**src/rtl/muldiv_pkg.sv**
```systemverilog
// Shared types and constants for the execute-stage multiply/divide unit.
// Op encoding matches the decode stage's 4-bit muldiv op field.
package muldiv_pkg;

    typedef enum logic [3:0] {
        NOP   = 4'd0,
        MULT  = 4'd1,
        MULTU = 4'd2,
        DIV   = 4'd3,
        DIVU  = 4'd4,
        MFHI  = 4'd5,
        MFLO  = 4'd6,
        MTHI  = 4'd7,
        MTLO  = 4'd8
    } md_op_t;

    typedef enum logic [1:0] {
        IDLE = 2'd0,
        RUN  = 2'd1,
        FIX  = 2'd2
    } md_state_t;

    // Divide by zero fills the quotient with this bit.
    localparam logic DIVZ_QUOT_BIT = 1'b1;
    // Signed overflow (MIN / -1): quotient is MIN, remainder is all zeros.
    localparam logic OVF_QUOT_MSB  = 1'b1;
    localparam logic OVF_REM_BIT   = 1'b0;

endpackage

```
**src/rtl/muldiv_datapath.sv**
```systemverilog
// Shift-add multiply / restoring divide datapath with sign fixup; one step per cycle.
// Latency: WIDTH steps after start; results are combinational from the product register.
// Backpressure: none, sequencing comes entirely from the owning FSM.
module muldiv_datapath
    import muldiv_pkg::*;
#(
    parameter int WIDTH = 32
`ifdef MULDIV_EARLY_OUT_EN
    , parameter int CNT_BITS = 6
`endif
) (
    input  logic             clk,
    input  logic             rst_n,
    input  logic             start,
    input  logic             step,
    input  md_op_t           op,
    input  logic [WIDTH-1:0] src_a,
    input  logic [WIDTH-1:0] src_b,
`ifdef MULDIV_EARLY_OUT_EN
    input  logic [CNT_BITS-1:0] cnt,
    output logic             early_done,
`endif
    output logic [WIDTH-1:0] hi_res,
    output logic [WIDTH-1:0] lo_res
);

    localparam logic [WIDTH-1:0] MIN_VAL = {1'b1, {(WIDTH-1){1'b0}}};

    logic [2*WIDTH-1:0] prod;
    logic [WIDTH-1:0]   opnd;
    logic               is_div, neg_lo, neg_hi, divz, ovf;

    logic               sgn, sa, sb;
    logic [WIDTH-1:0]   mag_a, mag_b;
    logic [WIDTH:0]     mul_sum, div_shift;
    logic               div_ge;
    logic [WIDTH-1:0]   div_rem;
    logic [2*WIDTH-1:0] step_next, prod_neg;

    always_comb begin
        sgn   = (op == MULT) || (op == DIV);
        sa    = sgn & src_a[WIDTH-1];
        sb    = sgn & src_b[WIDTH-1];
        mag_a = sa ? (~src_a + WIDTH'(1)) : src_a;
        mag_b = sb ? (~src_b + WIDTH'(1)) : src_b;
    end

    // Multiply: low half holds unconsumed multiplier bits, product grows in from the top.
    // Divide: {remainder, dividend/quotient} shifts left one bit per step.
    always_comb begin
        mul_sum   = {1'b0, prod[2*WIDTH-1:WIDTH]} + (prod[0] ? {1'b0, opnd} : '0);
        div_shift = {prod[2*WIDTH-1:WIDTH], prod[WIDTH-1]};
        div_ge    = div_shift >= {1'b0, opnd};
        div_rem   = div_ge ? WIDTH'(div_shift - {1'b0, opnd}) : div_shift[WIDTH-1:0];
        if (is_div)
            step_next = {div_rem, prod[WIDTH-2:0], div_ge};
        else
            step_next = {mul_sum, prod[WIDTH-1:1]};
`ifdef MULDIV_EARLY_OUT_EN
        // Remaining multiplier bits sit in prod[cnt-1:0]; if all zero only shifts remain.
        early_done = !is_div && ((prod[WIDTH-1:0] << (WIDTH - int'(cnt))) == '0);
        if (early_done)
            step_next = prod >> cnt;
`endif
    end

    always_ff @(posedge clk or negedge rst_n) begin
        if (!rst_n) begin
            prod   <= '0;
            opnd   <= '0;
            is_div <= 1'b0;
            neg_lo <= 1'b0;
            neg_hi <= 1'b0;
            divz   <= 1'b0;
            ovf    <= 1'b0;
        end else if (start) begin
            prod   <= {{WIDTH{1'b0}}, mag_a};
            opnd   <= mag_b;
            is_div <= (op == DIV) || (op == DIVU);
            neg_lo <= sa ^ sb;
            neg_hi <= sa;
            divz   <= ((op == DIV) || (op == DIVU)) && (src_b == '0);
            ovf    <= (op == DIV) && (src_a == MIN_VAL) && (src_b == '1);
        end else if (step) begin
            prod <= step_next;
        end
    end

    always_comb begin
        prod_neg = ~prod + (2*WIDTH)'(1);
        if (!is_div) begin
            {hi_res, lo_res} = neg_lo ? prod_neg : prod;
        end else begin
            lo_res = neg_lo ? (~prod[WIDTH-1:0] + WIDTH'(1)) : prod[WIDTH-1:0];
            hi_res = neg_hi ? (~prod[2*WIDTH-1:WIDTH] + WIDTH'(1)) : prod[2*WIDTH-1:WIDTH];
            if (divz)
                lo_res = {WIDTH{DIVZ_QUOT_BIT}};
            if (ovf) begin
                lo_res = {OVF_QUOT_MSB, {(WIDTH-1){1'b0}}};
                hi_res = {WIDTH{OVF_REM_BIT}};
            end
        end
    end

endmodule

```
**src/rtl/exec_muldiv_unit.sv**
```systemverilog
// Execute-stage iterative MULT/DIV unit owning HI/LO; optional MULDIV_EARLY_OUT_EN multiply early-out.
// Latency: HI/LO valid WIDTH+2 cycles after issue; MTxx writes next edge, MFxx combinational.
// Backpressure: md_stall_e holds the pipeline while busy and a muldiv op is presented.
module exec_muldiv_unit
    import muldiv_pkg::*;
#(
    parameter int WIDTH    = 32,
    parameter int CNT_BITS = 6
) (
    input  logic             clk,
    input  logic             rst_n,
    input  md_op_t           md_op_e,
    input  logic             flush_e,
    input  logic [WIDTH-1:0] src_a_e,
    input  logic [WIDTH-1:0] src_b_e,
    output logic             md_stall_e,
    output logic             md_busy,
    output logic [WIDTH-1:0] md_result_e,
    output logic [WIDTH-1:0] hi_o,
    output logic [WIDTH-1:0] lo_o
);

    md_state_t           state_q, state_d;
    logic [CNT_BITS-1:0] cnt_q;
    logic [WIDTH-1:0]    hi_q, lo_q, hi_res, lo_res;
    logic                presented, is_iter, start, run_done;

    assign presented  = (md_op_e != NOP) && !flush_e;
    assign is_iter    = md_op_e inside {MULT, MULTU, DIV, DIVU};
    assign start      = (state_q == IDLE) && presented && is_iter;
    assign md_busy    = (state_q != IDLE);
    assign md_stall_e = md_busy && presented;
    assign hi_o       = hi_q;
    assign lo_o       = lo_q;

`ifdef MULDIV_EARLY_OUT_EN
    logic early_done;
    assign run_done = (cnt_q == CNT_BITS'(1)) || early_done;
`else
    assign run_done = (cnt_q == CNT_BITS'(1));
`endif

    always_comb begin
        state_d = state_q;
        case (state_q)
            IDLE:    if (start) state_d = RUN;
            RUN:     if (run_done) state_d = FIX;
            FIX:     state_d = IDLE;
            default: state_d = IDLE;
        endcase
    end

    always_ff @(posedge clk or negedge rst_n) begin
        if (!rst_n) begin
            state_q <= IDLE;
            cnt_q   <= '0;
            hi_q    <= '0;
            lo_q    <= '0;
        end else begin
            state_q <= state_d;
            if (start)
                cnt_q <= CNT_BITS'(WIDTH);
            else if (state_q == RUN)
                cnt_q <= cnt_q - CNT_BITS'(1);
            if (state_q == FIX) begin
                hi_q <= hi_res;
                lo_q <= lo_res;
            end else if ((state_q == IDLE) && presented) begin
                if (md_op_e == MTHI) hi_q <= src_a_e;
                if (md_op_e == MTLO) lo_q <= src_a_e;
            end
        end
    end

    always_comb begin
        md_result_e = '0;
        if (md_op_e == MFHI)
            md_result_e = hi_q;
        else if (md_op_e == MFLO)
            md_result_e = lo_q;
    end

    muldiv_datapath #(
        .WIDTH    (WIDTH)
`ifdef MULDIV_EARLY_OUT_EN
        , .CNT_BITS (CNT_BITS)
`endif
    ) u_datapath (
        .clk        (clk),
        .rst_n      (rst_n),
        .start      (start),
        .step       (state_q == RUN),
        .op         (md_op_e),
        .src_a      (src_a_e),
        .src_b      (src_b_e),
`ifdef MULDIV_EARLY_OUT_EN
        .cnt        (cnt_q),
        .early_done (early_done),
`endif
        .hi_res     (hi_res),
        .lo_res     (lo_res)
    );

endmodule

```
**config.mk**
```make
export PLATFORM = sky130hd
export DESIGN_NAME = exec_muldiv_unit
export DESIGN_NICKNAME = d
export VERILOG_FILES = /design/src/rtl/muldiv_pkg.sv /design/src/rtl/muldiv_datapath.sv /design/src/rtl/exec_muldiv_unit.sv
export SDC_FILE = /design/constraint.sdc
export NUM_CORES = 1
export LEC_CHECK = 0
export CAP_MARGIN = 20
export CORE_MARGIN = 3
export CORE_UTILIZATION = 55
export DETAILED_ROUTE_END_ITERATION = 12
export HOLD_SLACK_MARGIN = 0.15
export PLACE_DENSITY = 0.78
export SYNTH_ARGS = -nofsm -noshare
export SYNTH_HDL_FRONTEND = slang
export SYNTH_HIERARCHICAL = 1
export SYNTH_SLANG_ARGS = --single-unit
export TNS_END_PERCENT = 10
```
**constraint.sdc**
```tcl
create_clock -name clk -period 3.9 [get_ports clk]
set_clock_uncertainty 0.05 [all_clocks]
set_input_delay 0.78 -clock clk [delete_from_list [all_inputs] [get_ports clk]]
set_output_delay 0.78 -clock clk [all_outputs]
set_load 0.01 [all_outputs]
```
### Word level (Yosys, flattened, before mapping)

Cells that the tools add are included.

| storage, ports and cells | value |
|---|---|
| word-level logic and storage cells | 93 |
| input bits | 71 |
| flip-flop bits (word level) | 173 |
| output and inout port bits | 98 |

| cells by class | value |
|---|---|
| bitwise gates (word level) | 8 |
| add/subtract/negate cells | 8 |
| multiplexer cells | 28 |
| $lt $le $gt $ge | 1 |
| eq/ne operators | 15 |
| reduce and logical (&&, ||, !) cells | 22 |

Operator list:

| kind | count |
|---|---|
| two-way mux 32 bit | 19 |
| two-way mux 64 bit | 4 |
| adder 32 x 1 -> 32 bit, second input constant | 4 |
| NOT 32 bit | 4 |
| adder 64 x 1 -> 64 bit, second input constant | 1 |
| equality test 32 bit, second input constant | 2 |
| NOT 64 bit | 1 |
| adder 32 x 32 -> 33 bit | 1 |
| >= comparator 33 x 32 -> 1 bit | 1 |
| zero test 32 bit | 1 |
| subtractor 32 bit | 1 |
| equality test 4 x 3 -> 1 bit, second input constant | 4 |
| two-way mux 6 bit | 2 |
| nonzero test 2 bit | 5 |
| equality test 4 x 2 -> 1 bit, second input constant | 2 |
| nonzero test 4 bit | 2 |
| logical AND 1 bit | 7 |
| equality test 6 x 1 -> 1 bit, second input constant | 1 |
| AND reduction 2 bit | 3 |
| subtractor 6 x 1 -> 6 bit, second input constant | 1 |
| equality test 4 x 1 -> 1 bit, second input constant | 1 |
| equality test 4 bit, second input constant | 1 |
| two-way mux 2 bit | 2 |
| != test 2 bit, second input constant | 2 |
| other kinds (8) | 10 |

### Depth between registers and ports, before layout

| depth | value |
|---|---|
| word-level depth | 7 |
| mapped depth | 14 |
| depth with buffers taken out | 13 |

### Modules after synthesis

Netlist, hierarchy kept.

By module, submodules not included:

| module | area each (um^2) | times used | sequential area each (um^2) | cells each |
|---|---|---|---|---|
| muldiv_datapath | 12336.8 | 1 | 2527.4 | 1718 |
| exec_muldiv_unit | 4231.6 | 1 | 1801.7 | 492 |

### Least setup slack after synthesis

Ideal clock, no wire load.

| timing path | value |
|---|---|
| kind | register to register |
| start point | register u_datapath.prod[0] |
| end point | register u_datapath.prod[61] |
| data arrival time | 3.362 ns |
| setup slack | 0.367 ns |
| library setup time | 0.120 ns |
| required time | 3.730 ns |
| path buffers | 2 |
| clock period less this slack | 3.533 ns |
| cell stages (with the launch flop) | 14 |
| cells stage by stage | dfrtp_1 -> inv_1 -> clkbuf_1 -> nor2_1 -> ha_1 -> clkbuf_1 -> a21o_1 -> o311a_1 -> a311oi_1 -> a21oi_1 -> a221oi_1 -> o21ai_0 -> xor2_1 -> o211a_1 |

| between the ends | value |
|---|---|
| word-level cells in the longest chain between the ends | 5 |

RTL lines:

| element | RTL line | RTL |
|---|---|---|
| start: declaration | muldiv_datapath.sv:29 | `logic [2*WIDTH-1:0] prod;` |
| start signal: assignment | muldiv_datapath.sv:77 | `prod <= {{WIDTH{1'b0}}, mag_a};` |
| start signal: assignment | muldiv_datapath.sv:85 | `prod <= step_next;` |
| two-way mux 32 bit | muldiv_datapath.sv:51 | `mul_sum = {1'b0, prod[2*WIDTH-1:WIDTH]} + (prod[0] ? {1'b0, opnd} : '0);` |
| adder 32 x 32 -> 33 bit | muldiv_datapath.sv:51 |  |
| two-way mux 64 bit | muldiv_datapath.sv:55 | `if (is_div)` |
| two-way mux 64 bit | muldiv_datapath.sv:84 | `end else if (step) begin` |
| two-way mux 64 bit | muldiv_datapath.sv:76 | `end else if (start) begin` |

No other way between the ends. The select of a mux whose other input is x is not followed.
A chain may end at the register's enable or synchronous reset.

### Worst setup path in the final report

| timing path | value |
|---|---|
| start point | input port md_op_e[2] |
| end point | output port md_result_e[24] |

| between the ends | value |
|---|---|
| word-level cells in the longest chain between the ends | 3 |
| elaborated cells between the ends (all ways) | 4 |
| those cells by class | 2 x eq/ne; 2 x mux |

RTL lines:

| element | RTL line | RTL |
|---|---|---|
| start: declaration | exec_muldiv_unit.sv:12 | `input md_op_t md_op_e,` |
| equality test 4 x 3 -> 1 bit | exec_muldiv_unit.sv:79 | `else if (md_op_e == MFLO)` |
| two-way mux 32 bit | exec_muldiv_unit.sv:79 |  |
| two-way mux 32 bit * | exec_muldiv_unit.sv:77 | `if (md_op_e == MFHI)` |
| end: declaration | exec_muldiv_unit.sv:18 | `output logic [WIDTH-1:0] md_result_e,` |

Every way passes the cells marked *; elsewhere a longest branch is shown, timed or not.

==> impl_metrics.yaml <==
synthesis:
  synth-compound-area-share: 0.324
  syn-num-nets: 2354
  synth-xor-area-share: 0.0819
  ys_seq_area_frac: 0.261
  ys_warn_count: 6
  synthSimpleGateAreaFrac: 0.183
  synth_top_family_by_area: "compound AO/OA/AOI/OAI gates"
  ys_seq_elements: 173
  synth_cell_types: 89
  avgSynthCellArea_um2: 7.50
  synthMuxAreaShare: 0.0262
  async_reset_ff_frac: 1.00
  synthesis.area_um2: 16600
  synth_edf_count: 0
  synth_fa_ha_area_frac: 0.0560
  synthCells: 2210
  synth-main-ff-cell: "dfrtp_1"
worst_setup_path:
  crit_chain: "clkdlybuf4s50_1 -> nand3b_1 -> nor2_2 -> buf_4 -> a22o_1 -> clkdlybuf4s50_1"
  timing_worst_setup_path_type: "in -> out"
  crit_buf_inv: 3
  cp_top_family: "buffers and inverters"
  cp_common_cell: "clkdlybuf4s50_1"
  critPathMaxFanout: 22
  start_kind: "input port"
  critPathSlowestCell: "clkdlybuf4s50_1"
  endpoint_kind: "output pin"
  critical_path.max_stage_delay_ps: 810
  cp_data_arrival_time_ps: 2960
  required_ps: 3070
route:
  post_drt_wl_per_cell_um: 23.8
  drtIter0Drc: 2605
  viasPerCell: 6.83
  ant_nets: 0
  drt-pass1-iter-count: 7
  vias: 18600
  drc_errors: 0
  wirelength_um: 64900
placement:
  dpl.hpwl_um: 48800
  dpl.cell_count: 2694
  placement.io_buffers: 168
  place_congestion: 1.03
clock_tree:
  clkLatencyLatePin_ps: 450
  post_cts_resized: 0
  htree_levels: 4
  cts-root-buf: "clkbuf_16"
  cts_tree: "done"
  clk_pin_slew_ps: 80
  cts_buffers: 17
  clock_path_buffers: 2
  cts_sinks: 173
  cts_setup_buffers: 0
  holdBufCountCts: 0
sta:
  setup_viol: 0
  tightest_slew_ps: 1120
  maxSlewHeadroom: 0.256
  min_period_ps: 3790
  rsz0062_at_grt: "no"
  final-hold-violation-count: 0
  max_freq_mhz: 264
  post-route-period-util: 0.972
  fin_setup_tns_ps: 0
  drv_slew: 0
floorplanning:
  dieArea_um2: 32200
  die_height_um: 180
  coreArea_um2: 29200
  start_util: 0.568
  num_rows: 62
  ios: 169
  fp.dieW_um: 180
global_route:
  grt_pass1_wl_um: 100000
  grt-ovfl-total: 0
  grt_max_degree: 95
  grt_pass1_vias: 17500
  grt.total_usage: 0.383
  antenna_found_initial: 0
outcome:
  status: "finished, final reports clean"
cells_and_area:
  drive_gt1_frac: 0.0768
  final_cell_mix: "a21oi_1 (286), nor2_1 (278), o21ai_0 (210)"
  antennaDiodeCount: 0
  layoutNonFillerInstCount: 2727
  area_delta_synth_final_pct: 18.0
  final_common_cell: "a21oi_1"
  layout.nets: 2474
  fill_cells: 2502
job:
  drv_cap: 0
hold_path:
  hold_class: "in -> async"
power_and_ir_drop:
  p_leak_nw: 8.10
  p_per_area_nw_per_um2: 1010
  irDropWorstVdd_mv: 0.473
==> per-layer routing <==
metal  vias up  track usage  part of all wire
li1       8323            -                 -
met1      8793        0.503              0.39
met2      1280        0.611              0.44
met3       231       0.0726              0.11
met4         0        0.186             0.060
met5         -            0                 0
==> sequential cells by signal, indices dropped and copies added (netlist names) <==
register and cells:
state_q 2, u_datapath/neg_hi 1, u_datapath/neg_lo 1, u_datapath/prod 64, u_datapath/opnd 32, u_datapath/ovf 1
u_datapath/divz 1, cnt_q 6, hi_o 32, lo_o 32, u_datapath/is_div 1
==> worst register-to-register path: cells and delay by family (launching register included) <==
kind / cells / cell delay, ps
AND/OR/NAND/NOR: 4 / 1640
AO/OA/AOI/OAI: 3 / 1150
XOR/XNOR: 1 / 130
buffers and inverters: 1 / 240
flip-flops: 1 / 470
==> logic make-up (layout without fill, tap and decap cells) <==
logic type / count (synthesis) / count (layout)
AO/OA/AOI/OAI: 857 / 857
AND/OR/NAND/NOR: 632 / 632
buffers and inverters: 277 / 410
flip-flops: 173 / 173
XOR/XNOR: 155 / 155
adder cells (fa/ha/maj): 73 / 73
multiplexers: 43 / 43
==> report_power, final <==
part	internal (mW)	switching, mW	leakage (nW)
registers	2.71	1.24	2.06
clock network	0.877	0.931	0.289
logic	5.61	8.36	5.76
total	9.20	10.5	8.10
==> cells in the mapped netlist, drive strengths merged (5+ instances only) <==
cell type    n  area share
o31a        33       0.017
ha          71       0.054
nand2      115       0.026
a221oi       9      0.0048
a21o        29       0.013
nand4       18      0.0068
o21a         8      0.0036
o211ai      20      0.0091
inv        107       0.024
a21oi      286       0.086
buf         30       0.011
clkbuf     140       0.032
a22oi        8      0.0036
o21bai      15      0.0068
or3         21      0.0086
mux2i       40       0.024
or4b         5      0.0035
o21ai      213       0.065
or4         11      0.0057
nor2       280       0.063
nor2b        8      0.0030
o41ai       12      0.0068
o22ai       13      0.0049
a41oi       34       0.018
dfrtp      173        0.26
and3        19      0.0072
nor3        40       0.014
nor4        20      0.0083
o32ai        5      0.0026
nor3b        5      0.0026
and2         9      0.0034
nand2b      18      0.0068
xor2        90       0.048
a31oi       33       0.013
a211oi      55       0.025
a22o        35       0.019
nand3       41       0.013
o31ai       14      0.0063
xnor2       65       0.034
==> final cells by class <==
class / count / area [um2] / share of cell area
Multi-Input combinational cell: 1760 / 11200 / 0.571
Sequential cell: 173 / 4330 / 0.221
Timing Repair Buffer: 271 / 2570 / 0.131
Tap cell: 384 / 480 / 0.0246
Clock buffer: 17 / 425 / 0.0218
Inverter: 107 / 402 / 0.0205
Clock inverter: 15 / 184 / 0.00940
==> stage by stage <==
step | utilization | setup slack (ps) | power (mW) | hold slack, ps | instance area, um2
global route | 0.671 | 26.3 | 20.9 | 391 | 19600
global placement | 0.649 | 193 | 17.2 | 460 | 18900
CTS | 0.669 | 121 | 19.2 | 369 | 19500
finish | 0.671 | 108 | 19.7 | 338 | 19600
detailed placement | 0.649 | 124 | 17.4 | 468 | 18900
floorplan | - | 367 | 12.4 | 434 | 16600
==> final timing paths <==
kind,startpoint,end,slack [ps],cells past startpoint
worst max-delay path,md_op_e[2],md_result_e[24],110,6
min in group clk,u_datapath/opnd[23],u_datapath/opnd[23],480,2
max in group asynchronous,rst_n,u_datapath/prod[27],2650,2
worst min-delay path,rst_n,lo_o[17],340,1
worst min register to register,u_datapath/opnd[23],u_datapath/opnd[23],480,2
worst max register to register,u_datapath/prod[22],hi_o[28],160,9
Note: power is estimated with default switching activity, not from simulation.
